==> src/rtl/wb_uart_lite_if.sv <==
// wb_uart_lite_if: Wishbone classic data-bus bundle between a CPU-side master and the UART slave.
//   master: drives cyc/stb/we/adr/sel/dat_i, receives dat_o/ack
//   slave : receives cyc/stb/we/adr/sel/dat_i, drives dat_o/ack
interface wb_uart_lite_if;
  logic        wb_cyc_i;
  logic        wb_stb_i;
  logic        wb_we_i;
  logic [31:0] wb_adr_i;
  logic [3:0]  wb_sel_i;
  logic [31:0] wb_dat_i;
  logic [31:0] wb_dat_o;
  logic        wb_ack_o;
  modport master (output wb_cyc_i, wb_stb_i, wb_we_i, wb_adr_i, wb_sel_i, wb_dat_i, input wb_dat_o, wb_ack_o);
  modport slave  (input wb_cyc_i, wb_stb_i, wb_we_i, wb_adr_i, wb_sel_i, wb_dat_i, output wb_dat_o, wb_ack_o);
endinterface

==> src/rtl/wb_uart_lite.sv <==
// wb_uart_lite: Wishbone slave UART with TX FIFO, one-byte RX holding register and level interrupt.
//   wb_clk_i/wb_rst_i : clock, synchronous active-high reset
//   bus               : Wishbone slave port (adr[3:2]: 0 DATA, 1 STATUS, 2 DIV, 3 CTRL)
//   uart_rx_i         : asynchronous serial input, idle high
//   uart_tx_o         : serial output, idle high
//   uart_int_o        : registered level interrupt
//   Define UART_LOOPBACK_EN to add CTRL bit2 internal loopback.
module wb_uart_lite #(
  parameter int TX_DEPTH  = 8,
  parameter int DIV_RESET = 433
) (
  input  logic          wb_clk_i,
  input  logic          wb_rst_i,
  wb_uart_lite_if.slave bus,
  input  logic          uart_rx_i,
  output logic          uart_tx_o,
  output logic          uart_int_o
);
  localparam int AW = $clog2(TX_DEPTH);
`ifdef UART_LOOPBACK_EN
  localparam logic LB = 1'b1;
`else
  localparam logic LB = 1'b0;
`endif
  typedef enum logic [1:0] {S_IDLE, S_START, S_DATA, S_STOP} state_e;
  logic ack_q, ack_d, tx_q, tx_d, rx_valid_q, rx_valid_d, ovr_q, ovr_d, ferr_q, ferr_d, int_q, int_d;
  logic [15:0] div_q, div_d, tx_tmr_q, tx_tmr_d, rx_tmr_q, rx_tmr_d, rx_half;
  logic [2:0] ctrl_q, ctrl_d, tx_bit_q, tx_bit_d, rx_bit_q, rx_bit_d, sync_q, sync_d;
  logic [7:0] tx_sh_q, tx_sh_d, rx_sh_q, rx_sh_d, rx_byte_q, rx_byte_d;
  logic [7:0] fifo_q [TX_DEPTH];
  logic [AW-1:0] wp_q, wp_d, rp_q, rp_d;
  logic [AW:0] cnt_q, cnt_d;
  state_e tx_st_q, tx_st_d, rx_st_q, rx_st_d;
  logic acc, wr, rd, st_rd, push, pop, full, empty, tx_idle, rx_in, rx_done, keep;
  logic [1:0] a;
  logic [31:0] rdata;
  logic unused_ok;
  assign a = bus.wb_adr_i[3:2];
  // side effects fire in the ack cycle, while the master still holds the request
  assign acc = ack_q & bus.wb_cyc_i & bus.wb_stb_i;
  assign wr = acc & bus.wb_we_i;
  assign rd = acc & ~bus.wb_we_i;
  assign st_rd = rd & (a == 2'd1);
  assign full = cnt_q[AW];
  assign empty = cnt_q == '0;
  assign push = wr & (a == 2'd0) & bus.wb_sel_i[0] & ~full;
  assign tx_idle = (tx_st_q == S_IDLE) & empty;
  assign rx_in = sync_q[1];
  // start-bit recheck delay of (DIV+1)/2 clocks, expressed as a down-counter load
  assign rx_half = (div_q >> 1) - {15'd0, ~div_q[0] & (div_q != 16'd0)};
  // holding register still occupied after any pop in this cycle
  assign keep = rx_valid_q & ~(rd & (a == 2'd0));
  assign sync_d = {sync_q[1:0], ctrl_q[2] ? tx_q : uart_rx_i};
  assign rdata = a == 2'd0 ? {24'd0, rx_valid_q ? rx_byte_q : 8'd0} :
                 a == 2'd1 ? {26'd0, ferr_q, tx_idle, ovr_q, empty, full, rx_valid_q} :
                 a == 2'd2 ? {16'd0, div_q} : {29'd0, ctrl_q};
  assign bus.wb_ack_o = ack_q;
  assign bus.wb_dat_o = ack_q ? rdata : '0;
  assign uart_tx_o = tx_q | ctrl_q[2];
  assign uart_int_o = int_q;
  assign unused_ok = ^{bus.wb_adr_i[31:4], bus.wb_adr_i[1:0], bus.wb_sel_i[3:2], bus.wb_dat_i[31:16]};
  always_comb begin
    ack_d = bus.wb_cyc_i & bus.wb_stb_i & ~ack_q;
    div_d = (wr && a == 2'd2) ? {bus.wb_sel_i[1] ? bus.wb_dat_i[15:8] : div_q[15:8],
                                 bus.wb_sel_i[0] ? bus.wb_dat_i[7:0] : div_q[7:0]} : div_q;
    ctrl_d = (wr && a == 2'd3 && bus.wb_sel_i[0]) ? {LB & bus.wb_dat_i[2], bus.wb_dat_i[1:0]} : ctrl_q;
    wp_d = push ? wp_q + AW'(1) : wp_q;
    rp_d = pop ? rp_q + AW'(1) : rp_q;
    cnt_d = cnt_q + {{AW{1'b0}}, push} - {{AW{1'b0}}, pop};
    rx_valid_d = keep | (rx_done & rx_in);
    rx_byte_d = (rx_done & rx_in & ~keep) ? rx_sh_q : rx_byte_q;
    ovr_d = (ovr_q & ~st_rd) | (rx_done & rx_in & keep);
    ferr_d = (ferr_q & ~st_rd) | (rx_done & ~rx_in);
    int_d = (ctrl_q[0] & rx_valid_q) | (ctrl_q[1] & tx_idle);
  end
  always_comb begin
    tx_st_d = tx_st_q;
    tx_tmr_d = tx_tmr_q - 16'd1;
    tx_bit_d = tx_bit_q;
    tx_sh_d = tx_sh_q;
    tx_d = tx_q;
    pop = 1'b0;
    if (tx_st_q == S_IDLE || (tx_st_q == S_STOP && tx_tmr_q == 16'd0)) begin
      tx_st_d = S_IDLE;
      tx_tmr_d = div_q;
      tx_d = 1'b1;
      if (!empty) begin
        pop = 1'b1;
        tx_st_d = S_START;
        tx_sh_d = fifo_q[rp_q];
        tx_d = 1'b0;
      end
    end else if (tx_tmr_q == 16'd0) begin
      tx_tmr_d = div_q;
      if (tx_st_q == S_START) begin
        tx_st_d = S_DATA;
        tx_bit_d = 3'd0;
        tx_d = tx_sh_q[0];
      end else if (tx_bit_q == 3'd7) begin
        tx_st_d = S_STOP;
        tx_d = 1'b1;
      end else begin
        tx_bit_d = tx_bit_q + 3'd1;
        tx_sh_d = tx_sh_q >> 1;
        tx_d = tx_sh_q[1];
      end
    end
  end
  always_comb begin
    rx_st_d = rx_st_q;
    rx_tmr_d = rx_tmr_q - 16'd1;
    rx_bit_d = rx_bit_q;
    rx_sh_d = rx_sh_q;
    rx_done = 1'b0;
    case (rx_st_q)
      S_IDLE: begin
        rx_tmr_d = rx_half;
        if (sync_q[2] & ~sync_q[1]) rx_st_d = S_START;
      end
      S_START: if (rx_tmr_q == 16'd0) begin
        rx_tmr_d = div_q;
        rx_bit_d = 3'd0;
        rx_st_d = rx_in ? S_IDLE : S_DATA;
      end
      S_DATA: if (rx_tmr_q == 16'd0) begin
        rx_tmr_d = div_q;
        rx_sh_d = {rx_in, rx_sh_q[7:1]};
        rx_bit_d = rx_bit_q + 3'd1;
        if (rx_bit_q == 3'd7) rx_st_d = S_STOP;
      end
      default: if (rx_tmr_q == 16'd0) begin
        rx_st_d = S_IDLE;
        rx_done = 1'b1;
      end
    endcase
  end
  always_ff @(posedge wb_clk_i) begin
    if (wb_rst_i) begin
      ack_q <= 1'b0;
      div_q <= 16'(DIV_RESET);
      ctrl_q <= '0;
      wp_q <= '0;
      rp_q <= '0;
      cnt_q <= '0;
      tx_st_q <= S_IDLE;
      tx_tmr_q <= '0;
      tx_bit_q <= '0;
      tx_sh_q <= '0;
      tx_q <= 1'b1;
      sync_q <= 3'b111;
      rx_st_q <= S_IDLE;
      rx_tmr_q <= '0;
      rx_bit_q <= '0;
      rx_sh_q <= '0;
      rx_byte_q <= '0;
      rx_valid_q <= 1'b0;
      ovr_q <= 1'b0;
      ferr_q <= 1'b0;
      int_q <= 1'b0;
    end else begin
      ack_q <= ack_d;
      div_q <= div_d;
      ctrl_q <= ctrl_d;
      wp_q <= wp_d;
      rp_q <= rp_d;
      cnt_q <= cnt_d;
      tx_st_q <= tx_st_d;
      tx_tmr_q <= tx_tmr_d;
      tx_bit_q <= tx_bit_d;
      tx_sh_q <= tx_sh_d;
      tx_q <= tx_d;
      sync_q <= sync_d;
      rx_st_q <= rx_st_d;
      rx_tmr_q <= rx_tmr_d;
      rx_bit_q <= rx_bit_d;
      rx_sh_q <= rx_sh_d;
      rx_byte_q <= rx_byte_d;
      rx_valid_q <= rx_valid_d;
      ovr_q <= ovr_d;
      ferr_q <= ferr_d;
      int_q <= int_d;
    end
  end
  always_ff @(posedge wb_clk_i) begin
    if (push) fifo_q[wp_q] <= bus.wb_dat_i[7:0];
  end
endmodule

==> src/flat_wrapper.sv <==
// flat-port wrapper written by rule: the top's interface ports become plain ports
module wb_uart_lite_flat 
#(
  parameter int TX_DEPTH  = 8,
  parameter int DIV_RESET = 433
)
  (wb_clk_i, wb_rst_i, uart_rx_i, uart_tx_o, uart_int_o, bus_wb_cyc_i, bus_wb_stb_i, bus_wb_we_i, bus_wb_adr_i, bus_wb_sel_i, bus_wb_dat_i, bus_wb_dat_o, bus_wb_ack_o);
  wb_uart_lite_if bus_i ();
  input  logic wb_clk_i;
  input  logic wb_rst_i;
  input  logic uart_rx_i;
  output logic uart_tx_o;
  output logic uart_int_o;
  input wire logic [$bits(bus_i.wb_cyc_i)-1:0] bus_wb_cyc_i;
  input wire logic [$bits(bus_i.wb_stb_i)-1:0] bus_wb_stb_i;
  input wire logic [$bits(bus_i.wb_we_i)-1:0] bus_wb_we_i;
  input wire logic [$bits(bus_i.wb_adr_i)-1:0] bus_wb_adr_i;
  input wire logic [$bits(bus_i.wb_sel_i)-1:0] bus_wb_sel_i;
  input wire logic [$bits(bus_i.wb_dat_i)-1:0] bus_wb_dat_i;
  output wire logic [$bits(bus_i.wb_dat_o)-1:0] bus_wb_dat_o;
  output wire logic [$bits(bus_i.wb_ack_o)-1:0] bus_wb_ack_o;
  assign bus_i.wb_cyc_i = bus_wb_cyc_i;
  assign bus_i.wb_stb_i = bus_wb_stb_i;
  assign bus_i.wb_we_i = bus_wb_we_i;
  assign bus_i.wb_adr_i = bus_wb_adr_i;
  assign bus_i.wb_sel_i = bus_wb_sel_i;
  assign bus_i.wb_dat_i = bus_wb_dat_i;
  assign bus_wb_dat_o = bus_i.wb_dat_o;
  assign bus_wb_ack_o = bus_i.wb_ack_o;
  wb_uart_lite #(.TX_DEPTH(TX_DEPTH), .DIV_RESET(DIV_RESET)) u_core (.wb_clk_i(wb_clk_i), .wb_rst_i(wb_rst_i), .bus(bus_i), .uart_rx_i(uart_rx_i), .uart_tx_o(uart_tx_o), .uart_int_o(uart_int_o));
endmodule
==> config.mk <==
export PLATFORM = sky130hd
export DESIGN_NAME = wb_uart_lite_flat
export DESIGN_NICKNAME = d
export VERILOG_FILES = /design/src/rtl/wb_uart_lite_if.sv /design/src/rtl/wb_uart_lite.sv /design/src/flat_wrapper.sv
export SDC_FILE = /design/constraint.sdc
export NUM_CORES = 1
export LEC_CHECK = 0
export BUFFER_PORTS_ARGS = -buffer_cell sky130_fd_sc_hd__buf_2
export CAP_MARGIN = 30
export CORE_MARGIN = 2
export CORE_UTILIZATION = 55
export CTS_CLUSTER_SIZE = 14
export DETAILED_ROUTE_END_ITERATION = 16
export GPL_TIMING_DRIVEN = 0
export PLACE_DENSITY = 0.88
export SLEW_MARGIN = 20
export SYNTH_ARGS = -nofsm -noshare
export SYNTH_HDL_FRONTEND = slang
export SYNTH_SLANG_ARGS = --single-unit
export TNS_END_PERCENT = 30
==> constraint.sdc <==
create_clock -name wb_clk_i -period 3.8 [get_ports wb_clk_i]
set_input_delay 0.38 -clock wb_clk_i [delete_from_list [all_inputs] [get_ports wb_clk_i]]
set_output_delay 0.38 -clock wb_clk_i [all_outputs]
set_load 0.05 [all_outputs]
==> flow_summary.yaml, run 1 <==
floorplanning:
  initial_core_util_pct: 56.4
  die_x_um: 126
  core_um2: 14500
  die-area_um2: 15900
  num_rows: 44
  die_h_um: 126
  ios: 109
grt:
  globalRouteOverflowTotal: 0
  grt_pass1_vias: 6334
  grt_max_degree: 18
  antenna_found_initial: 0
  grt_pass1_wl_um: 31700
  grt_usage_pct: 25.4
finish:
  area_growth_pct: 13.8
  n_antenna_cell: 0
  fill_cells: 1112
  multi_input_area_um2: 3810
  ff_latch_area_um2: 4040
  final_nets: 963
  drive_above_1_share_pct: 16.4
route:
  wl_um: 20000
  wl_per_cell_um: 18.8
  drcViolationCount: 0
  viasPerCell: 6.16
  drt_iter0_markers: 672
  firstDrtPassIters: 6
  final_antenna_net_count: 0
  num_vias: 6552
pwr:
  powerDensity_nw_per_um2: 620
  ir_worst_vdd_mv: 0.376
  p_leak_nw: 3.41
yosys:
  synth_area_um2: 8200
  synth-edff-count: 64
  ys_ff_latch: 170
  synth_top_area_share_pct: 25.9
  ys_types: 65
  synthCells: 791
  synth_top_flop_cell: "dfxtp_1"
  synthTopCellsByArea: "dfxtp_1 26%, edfxtp_1 23%, mux4_2 4.7%, nor2_1 3.9%, ha_1 3.2%"
  synth_most_common_cell: "dfxtp_1"
  synthArstFlopShare_pct: 0
  ys_seq_area_share_pct: 49.3
  synth_warnings: 0
  synth_common_cells: "106 x dfxtp_1, 86 x nor2_1, 64 x edfxtp_1, 51 x nand2_1, 42 x clkbuf_1"
  synth_area_per_cell_um2: 10.4
  synth_top_area_cell: "dfxtp_1"
clock_tree:
  cts_tree: "done"
  clk_pin_slew_ns: 0.07
  htreeDepth: 4
  cts_buffers: 17
  cts-root-buf: "clkbuf_16"
  clk_path_buf_depth: 2
  cts_sinks: 170
  clkLatencyLatePin_ns: 0.44
  holdBufCountCts: 0
  cts-resized-gates: 0
sta:
  setup_ws_ns: 0.233
  setup_viol: 0
  rsz0062_at_grt: "no"
  post-route-min-period_ns: 3.57
  skew_ns: 0.0113
  worstMarginPinSlew_ns: 0.886
  fin_crit_sh_pct: 93.9
  finalSetupTns_ns: 0
  relSlewSlack_pct: 40.6
  fmax_mhz: 280
  slew_violations: 0
  hold_violations: 0
setup_path:
  cp.buffers_inverters: 3
  crit_path_start_kind: "flop"
  endpoint_kind: "flop"
  crit_start: "u_core.div_q[5]"
  critical_path.top_delay_family: "simple AND/OR/NAND/NOR gates"
  crit_path_max_fanout: 9
  critPathArrivalTime_ns: 3.88
  cp_common_cell: "clkbuf_1"
  critPathSlowestCell: "clkbuf_1"
  path_class: "flop to flop"
  r2r-start: "u_core.div_q[5]"
  cp_cell_sequence: "clkbuf_1, or4_1, clkbuf_1, nor2_1, a31oi_1, ha_1, ha_1, or3b_2, clkbuf_1, nor4_1, mux2_2, a22oi_1, o22ai_1"
  required_ns: 4.11
  critical-path-max-stage-delay_ns: 0.46
outcome:
  run_status: "finished, final reports clean"
place:
  dp_hpwl_um: 13600
  gp_congestion: 0.928
  place_ws_ns: 0.266
  port_buffers: 43
flow_run:
  cap_violations: 0
hold_path:
  worstHoldStart: "uart_rx_i"
  hold_class: "input pin to flop"
==> state kept, by name, indices dropped and copies added, names as in the netlist, 3 cells and up, named ones only <==
signal            flops
u_core.cnt_q          4
u_core.div_q         16
u_core.fifo_q        64
u_core.rp_q           3
u_core.rx_bit_q       3
u_core.rx_byte_q      8
u_core.rx_sh_q        8
u_core.rx_tmr_q      16
u_core.sync_q         3
u_core.tx_bit_q       3
u_core.tx_sh_q        8
u_core.tx_tmr_q      16
u_core.wp_q           3
==> per-stage QoR <==
step	hold slack (ns)	total power, mW	cells	util, %	instance area (um^2)
floorplan	0.389	3.54	806	-	8250
global placement	0.399	3.87	1033	59.8	8700
detailed placement	0.393	3.95	1033	59.9	8710
CTS	0.119	5.76	1065	64.2	9330
global route	0.120	6.05	1064	64.2	9330
finish	0.123	5.78	1064	64.2	9330
==> cell type report <==
type,instances,share of cell area (%)
Clock inverter,14,1.85
Multi-Input combinational cell,546,40.8
Tap cell,184,2.47
Sequential cell,170,43.4
Buffer,64,3.34
Inverter,25,1.01
Timing Repair Buffer,43,2.31
Clock buffer,18,4.83
==> worst register-to-register path, stage by stage (launching register included) <==
cell,delay (ns)
dfxtp_1,0.31
clkbuf_1,0.46
or4_1,0.20
clkbuf_1,0.26
nor2_1,0.07
a31oi_1,0.19
ha_1,0.21
ha_1,0.19
or3b_2,0.44
clkbuf_1,0.19
nor4_1,0.21
mux2_2,0.36
a22oi_1,0.21
o22ai_1,0.11
==> path summary, 6_finish.rpt <==
check | endpoint | slack (ns) | cells after the start
hold reg to reg | u_core.sync_q[1] | 0.41 | 1
hold / removal | u_core.sync_q[0] | 0.12 | 2
setup reg to reg | u_core.rx_tmr_q[14] | 0.23 | 13
setup / recovery | u_core.rx_tmr_q[14] | 0.23 | 13
==> routing by layer <==
metal	vias to the layer above	part of all wire, %	wire length [um]	GRT usage (%)
met3	61	8.4	1680	5.69
met1	3120	40	7940	31.5
met2	365	49	9810	42.7
li1	3006	-	-	-
met5	-	0	0	0
met4	0	2.9	578	10.9
==> kinds of logic (layout without fill, tap and decap cells) <==
logic type                 after synthesis  count (layout)  share of synthesized area (%)
adders and majority gates               22              22                           3.45
muxes                                   50              50                           8.85
DFF                                    170             170                           49.3
xor gates and xnor gates                38              38                           4.06
buffers and inverters                   90             164                           4.99
AOI/OAI and AO/OA                      153             153                           12.4
other                                    1              16                         0.0458
and+or+nand+nor                        267             267                           16.9
==> placed cells by master (no fill, tap or decap), types with 20 or more instances in the layout <==
master / n
dfxtp_1: 106
nor2_1: 86
edfxtp_1: 64
nand2_1: 51
buf_2: 46
clkbuf_1: 41
a21oi_1: 39
o21ai_0: 27
inv_1: 24
mux2i_1: 23
ha_1: 21
xnor2_1: 20
==> power breakdown <==
| part | switching [mW] | internal [mW] |
|---|---|---|
| clock | 0.775 | 1.03 |
| sequential | 0.153 | 2.06 |
| combinational | 1.06 | 0.704 |
| total | 1.99 | 3.80 |
==> what timing repair did <==
action,CTS,global route
buffers inserted,0,0
setup endpoints to repair,0,1
endpoints found under the hold margin,0,0
Note: power is estimated with default switching activity, not from simulation.
==> run 2: changes to the inputs <==
- CELL_PAD_IN_SITES_DETAIL_PLACEMENT: default -> 1
- CELL_PAD_IN_SITES_GLOBAL_PLACEMENT: default -> 2
- CORE_UTILIZATION: 55 -> 37
- CTS_BUF_LIST: default -> sky130_fd_sc_hd__clkbuf_16
- PLACE_DENSITY: 0.88 -> 0.9
==> flow_summary.yaml, run 2 (synthesis gave the netlist of run 1 again) <==
outcome:
  run_status: "finished, final reports clean"
sta:
  setup_ws_ns: 0.332
  rsz0062_at_grt: "no"
  finalSetupTns_ns: 0
  setup_viol: 0
  hold_violations: 0
  fmax_mhz: 288
  relSlewSlack_pct: 41.7
  worstMarginPinSlew_ns: 0.866
  post-route-min-period_ns: 3.47
  skew_ns: 0.0134
  fin_crit_sh_pct: 91.3
  slew_violations: 0
setup_path:
  crit_path_max_fanout: 10
  path_class: "flop to flop"
  reg2reg_slack_ns: 0.33
  required_ns: 4.10
  crit_path_start_kind: "flop"
  critPathArrivalTime_ns: 3.77
  endpoint_kind: "flop"
clock_tree:
  clk_path_buf_depth: 2
  cts_sinks: 170
  clkLatencyLatePin_ns: 0.45
  clk_pin_slew_ns: 0.07
  cts_buffers: 17
  holdBufCountCts: 0
  cts_tree: "done"
  htreeDepth: 4
  cts-resized-gates: 0
  cts-root-buf: "clkbuf_16"
route:
  wl_um: 23400
  firstDrtPassIters: 5
  viasPerCell: 5.51
  num_vias: 6389
  wl_per_cell_um: 20.2
  drt_iter0_markers: 328
  final_antenna_net_count: 0
  drcViolationCount: 0
pwr:
  pwr-share-comb_pct: 31.1
  p_sw_mw: 2.19
  powerDensity_nw_per_um2: 620
  clock_power_share_pct: 31.2
  power.internal_mw: 3.67
  report.power.total_mw: 5.86
  swShare_pct: 37.4
  seq_power_share_pct: 37.7
  p_leak_nw: 3.40
  ir_worst_vdd_mv: 0.420
place:
  gp_congestion: 0.824
  port_buffers: 43
  dp_hpwl_um: 16700
  place_ws_ns: 0.180
  post-place-cells: 1129
floorplanning:
  ios: 109
  core_um2: 21800
  die-area_um2: 23400
  num_rows: 54
  initial_core_util_pct: 37.7
  die_x_um: 153
  die_h_um: 153
finish:
  largest-register: "u_core.fifo_q"
  final_util_pct: 43.4
  fill_cells: 2470
  final_nets: 962
  multi_input_area_um2: 3810
  fin_cells: 1159
  layout.cells.most_common_list: "106 x dfxtp_1, 86 x nor2_1, 64 x edfxtp_1"
  ff_latch_area_um2: 4040
  layout_commonest_cell: "dfxtp_1"
  drive_above_1_share_pct: 16.4
  n_antenna_cell: 0
  area_growth_pct: 15.3
  largest_reg_flops: 64
grt:
  grt_usage_pct: 20.3
  grt_pass1_wl_um: 37300
  grt_max_degree: 22
  globalRouteOverflowTotal: 0
  grt_pass1_vias: 6637
  antenna_found_initial: 0
flow_run:
  cap_violations: 0
hold_path:
  hold_class: "input pin to flop"
run 2: path summary, 6_finish.rpt:
| check | from | to | cells after the start |
|---|---|---|---|
| worst max-delay path | u_core.tx_tmr_q[6] | u_core.cnt_q[3] | 12 |
| worst max register to register | u_core.tx_tmr_q[6] | u_core.cnt_q[3] | 12 |
| worst min-delay path | uart_rx_i | u_core.sync_q[0] | 2 |
| worst min register to register | u_core.sync_q[0] | u_core.sync_q[1] | 1 |
run 2: power groups by stage:
stage	clock [mW]	sequential [mW]	combinational, mW
final	1.83	2.21	1.82
after global routing	1.93	2.23	2.02
after CTS	1.85	2.21	1.83
after detailed placement	0	2.24	1.79
after global placement	0	2.23	1.73
after floorplan	0	2.22	1.32
run 2: per-layer routing:
layer	part of all wire [%]	GRT usage, %	wire length (um)	vias up
met1	45	26.7	10600	3209
met2	49	34.4	11500	152
met5	0	0	0	-
li1	-	-	-	2996
met3	3.5	3.01	813	32
met4	1.8	6.88	417	0
run 2: what timing repair did:
action / in CTS / in global routing
setup buffers: 0 / 0
endpoints found under the hold margin: 0 / 0
endpoints found under the setup margin: 0 / 2
run 2: layout make-up:
type / count / share of cell area [%]
buffer: 63 / 3.26
inverter: 25 / 0.993
timing repair buffer: 43 / 2.28
multi-input combinational: 546 / 40.3
clock buffer: 17 / 4.50
sequential: 170 / 42.8
clock inverter: 15 / 2.13
tap: 280 / 3.71
run 2: through the flow:
stage / cell area (um^2) / hold WS (ns)
floorplan: 8250 / 0.389
global placement: 8820 / 0.393
detailed placement: 8830 / 0.402
CTS: 9460 / 0.102
global route: 9450 / 0.117
finish: 9450 / 0.118
run 2: critical path: stages (launching register included):
cell and delay, ns:
dfxtp_1 0.36, or4_4 0.59, nor4_4 0.43, a31oi_1 0.17
clkbuf_1 0.30, nor2_1 0.36, ha_1 0.21, inv_1 0.07
ha_1 0.30, a21o_1 0.18, a21oi_1 0.17, xnor2_1 0.14
nor2_1 0.06
==> run 3: changes to the inputs <==
- BUFFER_PORTS_ARGS: -buffer_cell sky130_fd_sc_hd__buf_2 -> default
- CORE_UTILIZATION: 37 -> 41
- DONT_BUFFER_PORTS: default -> 1
==> flow_summary.yaml, run 3 (synthesis gave the netlist of run 1 again) <==
outcome:
  run_status: "finished, final reports clean"
route:
  wl_per_cell_um: 20.4
  viasPerCell: 5.61
  wl_um: 22500
  drcViolationCount: 0
  firstDrtPassIters: 5
  num_vias: 6179
  drt_iter0_markers: 304
  final_antenna_net_count: 0
setup_path:
  r2r-end: "u_core.cnt_q[3]"
  crit_path_start_kind: "flop"
  critical_path.top_delay_family: "simple AND/OR/NAND/NOR gates"
  critPathSlowestCell: "or4_4"
  endpoint_kind: "flop"
  reg2reg_slack_ns: 0.25
  r2r-start: "u_core.tx_tmr_q[6]"
  cp_cell_sequence: "or4_4, nor4_4, a31oi_1, clkbuf_1, nor2_1, ha_1, inv_1, ha_1, a21o_1, a21oi_1, xnor2_1, nor2_1"
  r2r.worst_path.cells: 12
  critPathArrivalTime_ns: 3.85
  path_class: "flop to flop"
  crit_path_max_fanout: 10
  critical-path-max-stage-delay_ns: 0.59
  cp.buffers_inverters: 2
  required_ns: 4.10
hold_path:
  whs_endpoint: "u_core.fifo_q[2][3]"
  hold_class: "input pin to flop"
  worstHoldStart: "bus_wb_dat_i[3]"
  min_path_cells: 0
finish:
  area_growth_pct: 12.6
  multi_input_area_um2: 3810
  largest-register: "u_core.fifo_q"
  final_cell_area_um2: 9230
  n_antenna_cell: 0
  final_nets: 920
  layout.cells.most_common_list: "106 x dfxtp_1, 86 x nor2_1, 64 x edfxtp_1"
  drive_above_1_share_pct: 12.3
  largest_reg_flops: 64
  ff_latch_area_um2: 4040
  layout_commonest_cell: "dfxtp_1"
  fill_cells: 2192
sta:
  skew_ns: 0.0175
  worstMarginPinSlew_ns: 0.994
  finalSetupTns_ns: 0
  fmax_mhz: 282
  setup_viol: 0
  hold_violations: 0
  relSlewSlack_pct: 33.5
  fin_crit_sh_pct: 93.4
  post-route-min-period_ns: 3.55
  slew_violations: 0
  rsz0062_at_grt: "no"
clock_tree:
  cts-root-buf: "clkbuf_16"
  clk_pin_slew_ns: 0.08
  cts_buffers: 17
  htreeDepth: 4
  holdBufCountCts: 0
  cts-resized-gates: 0
  cts_setup_buffers: 0
  clk_path_buf_depth: 2
  cts_tree: "done"
  cts_sinks: 170
  clkLatencyLatePin_ns: 0.45
floorplanning:
  initial_core_util_pct: 42.0
  core_um2: 19500
  die-area_um2: 21100
  die_h_um: 145
  num_rows: 51
  die_x_um: 145
  ios: 109
grt:
  grt_pass1_vias: 6358
  grt_usage_pct: 22.0
  grt_pass1_wl_um: 36100
  grt_max_degree: 21
  globalRouteOverflowTotal: 0
  antenna_found_initial: 0
flow_run:
  cap_violations: 0
place:
  port_buffers: 0
  gp_congestion: 0.800
  dpl-instance-area_um2: 8610
  dp_hpwl_um: 16200
pwr:
  ir_worst_vdd_mv: 0.332
  powerDensity_nw_per_um2: 633
  p_leak_nw: 3.21
## run 3: worst max-delay path by stage
stage                            start                  end  slack, ns  cells after the start
floorplan              u_core.div_q[6]  u_core.rx_tmr_q[14]       0.80                     13
global placement       u_core.div_q[5]  u_core.rx_tmr_q[14]       0.24                     13
detailed placement     u_core.div_q[5]  u_core.rx_tmr_q[14]       0.23                     13
CTS                    u_core.div_q[6]  u_core.rx_tmr_q[14]       0.19                     13
global route        u_core.tx_tmr_q[0]      u_core.cnt_q[3]       0.06                     14
finish              u_core.tx_tmr_q[6]      u_core.cnt_q[3]       0.25                     12
## run 3: report_power, final
group | switching [mW] | internal, mW
registers | 0.167 | 2.06
logic | 1.07 | 0.694
clock network | 0.894 | 0.963
total | 2.13 | 3.72
## run 3: final cells by class
| class | count | share of cell area (%) |
|---|---|---|
| buffer | 63 | 3.33 |
| clock buffer | 17 | 4.61 |
| clock inverter | 15 | 2.25 |
| inverter | 25 | 1.02 |
| multi-input combinational | 546 | 41.3 |
| sequential | 170 | 43.8 |
| tap | 265 | 3.59 |
| timing repair buffer | 1 | 0.0813 |
## run 3: metrics by stage
stage	instances	hold WS [ns]	util [%]	setup WS (ns)	power, mW
after detailed placement	1072	0.397	44.1	0.229	3.98
after floorplan	806	0.389	-	0.799	3.54
after global routing	1102	0.00576	47.3	0.0572	6.14
final	1102	0.0180	47.3	0.249	5.84
after global placement	1071	0.393	44.0	0.244	3.92
after CTS	1104	0.00887	47.3	0.190	5.85
## run 3: metal layers
layer | vias up | global-route usage, % | share of wire [%] | wire, um
li1 | 2913 | - | - | -
met1 | 3084 | 29.4 | 45 | 10200
met2 | 150 | 35.4 | 47 | 10700
met3 | 32 | 4.64 | 5.0 | 1130
met4 | 0 | 7.89 | 2.3 | 517
met5 | - | 0 | 0 | 0
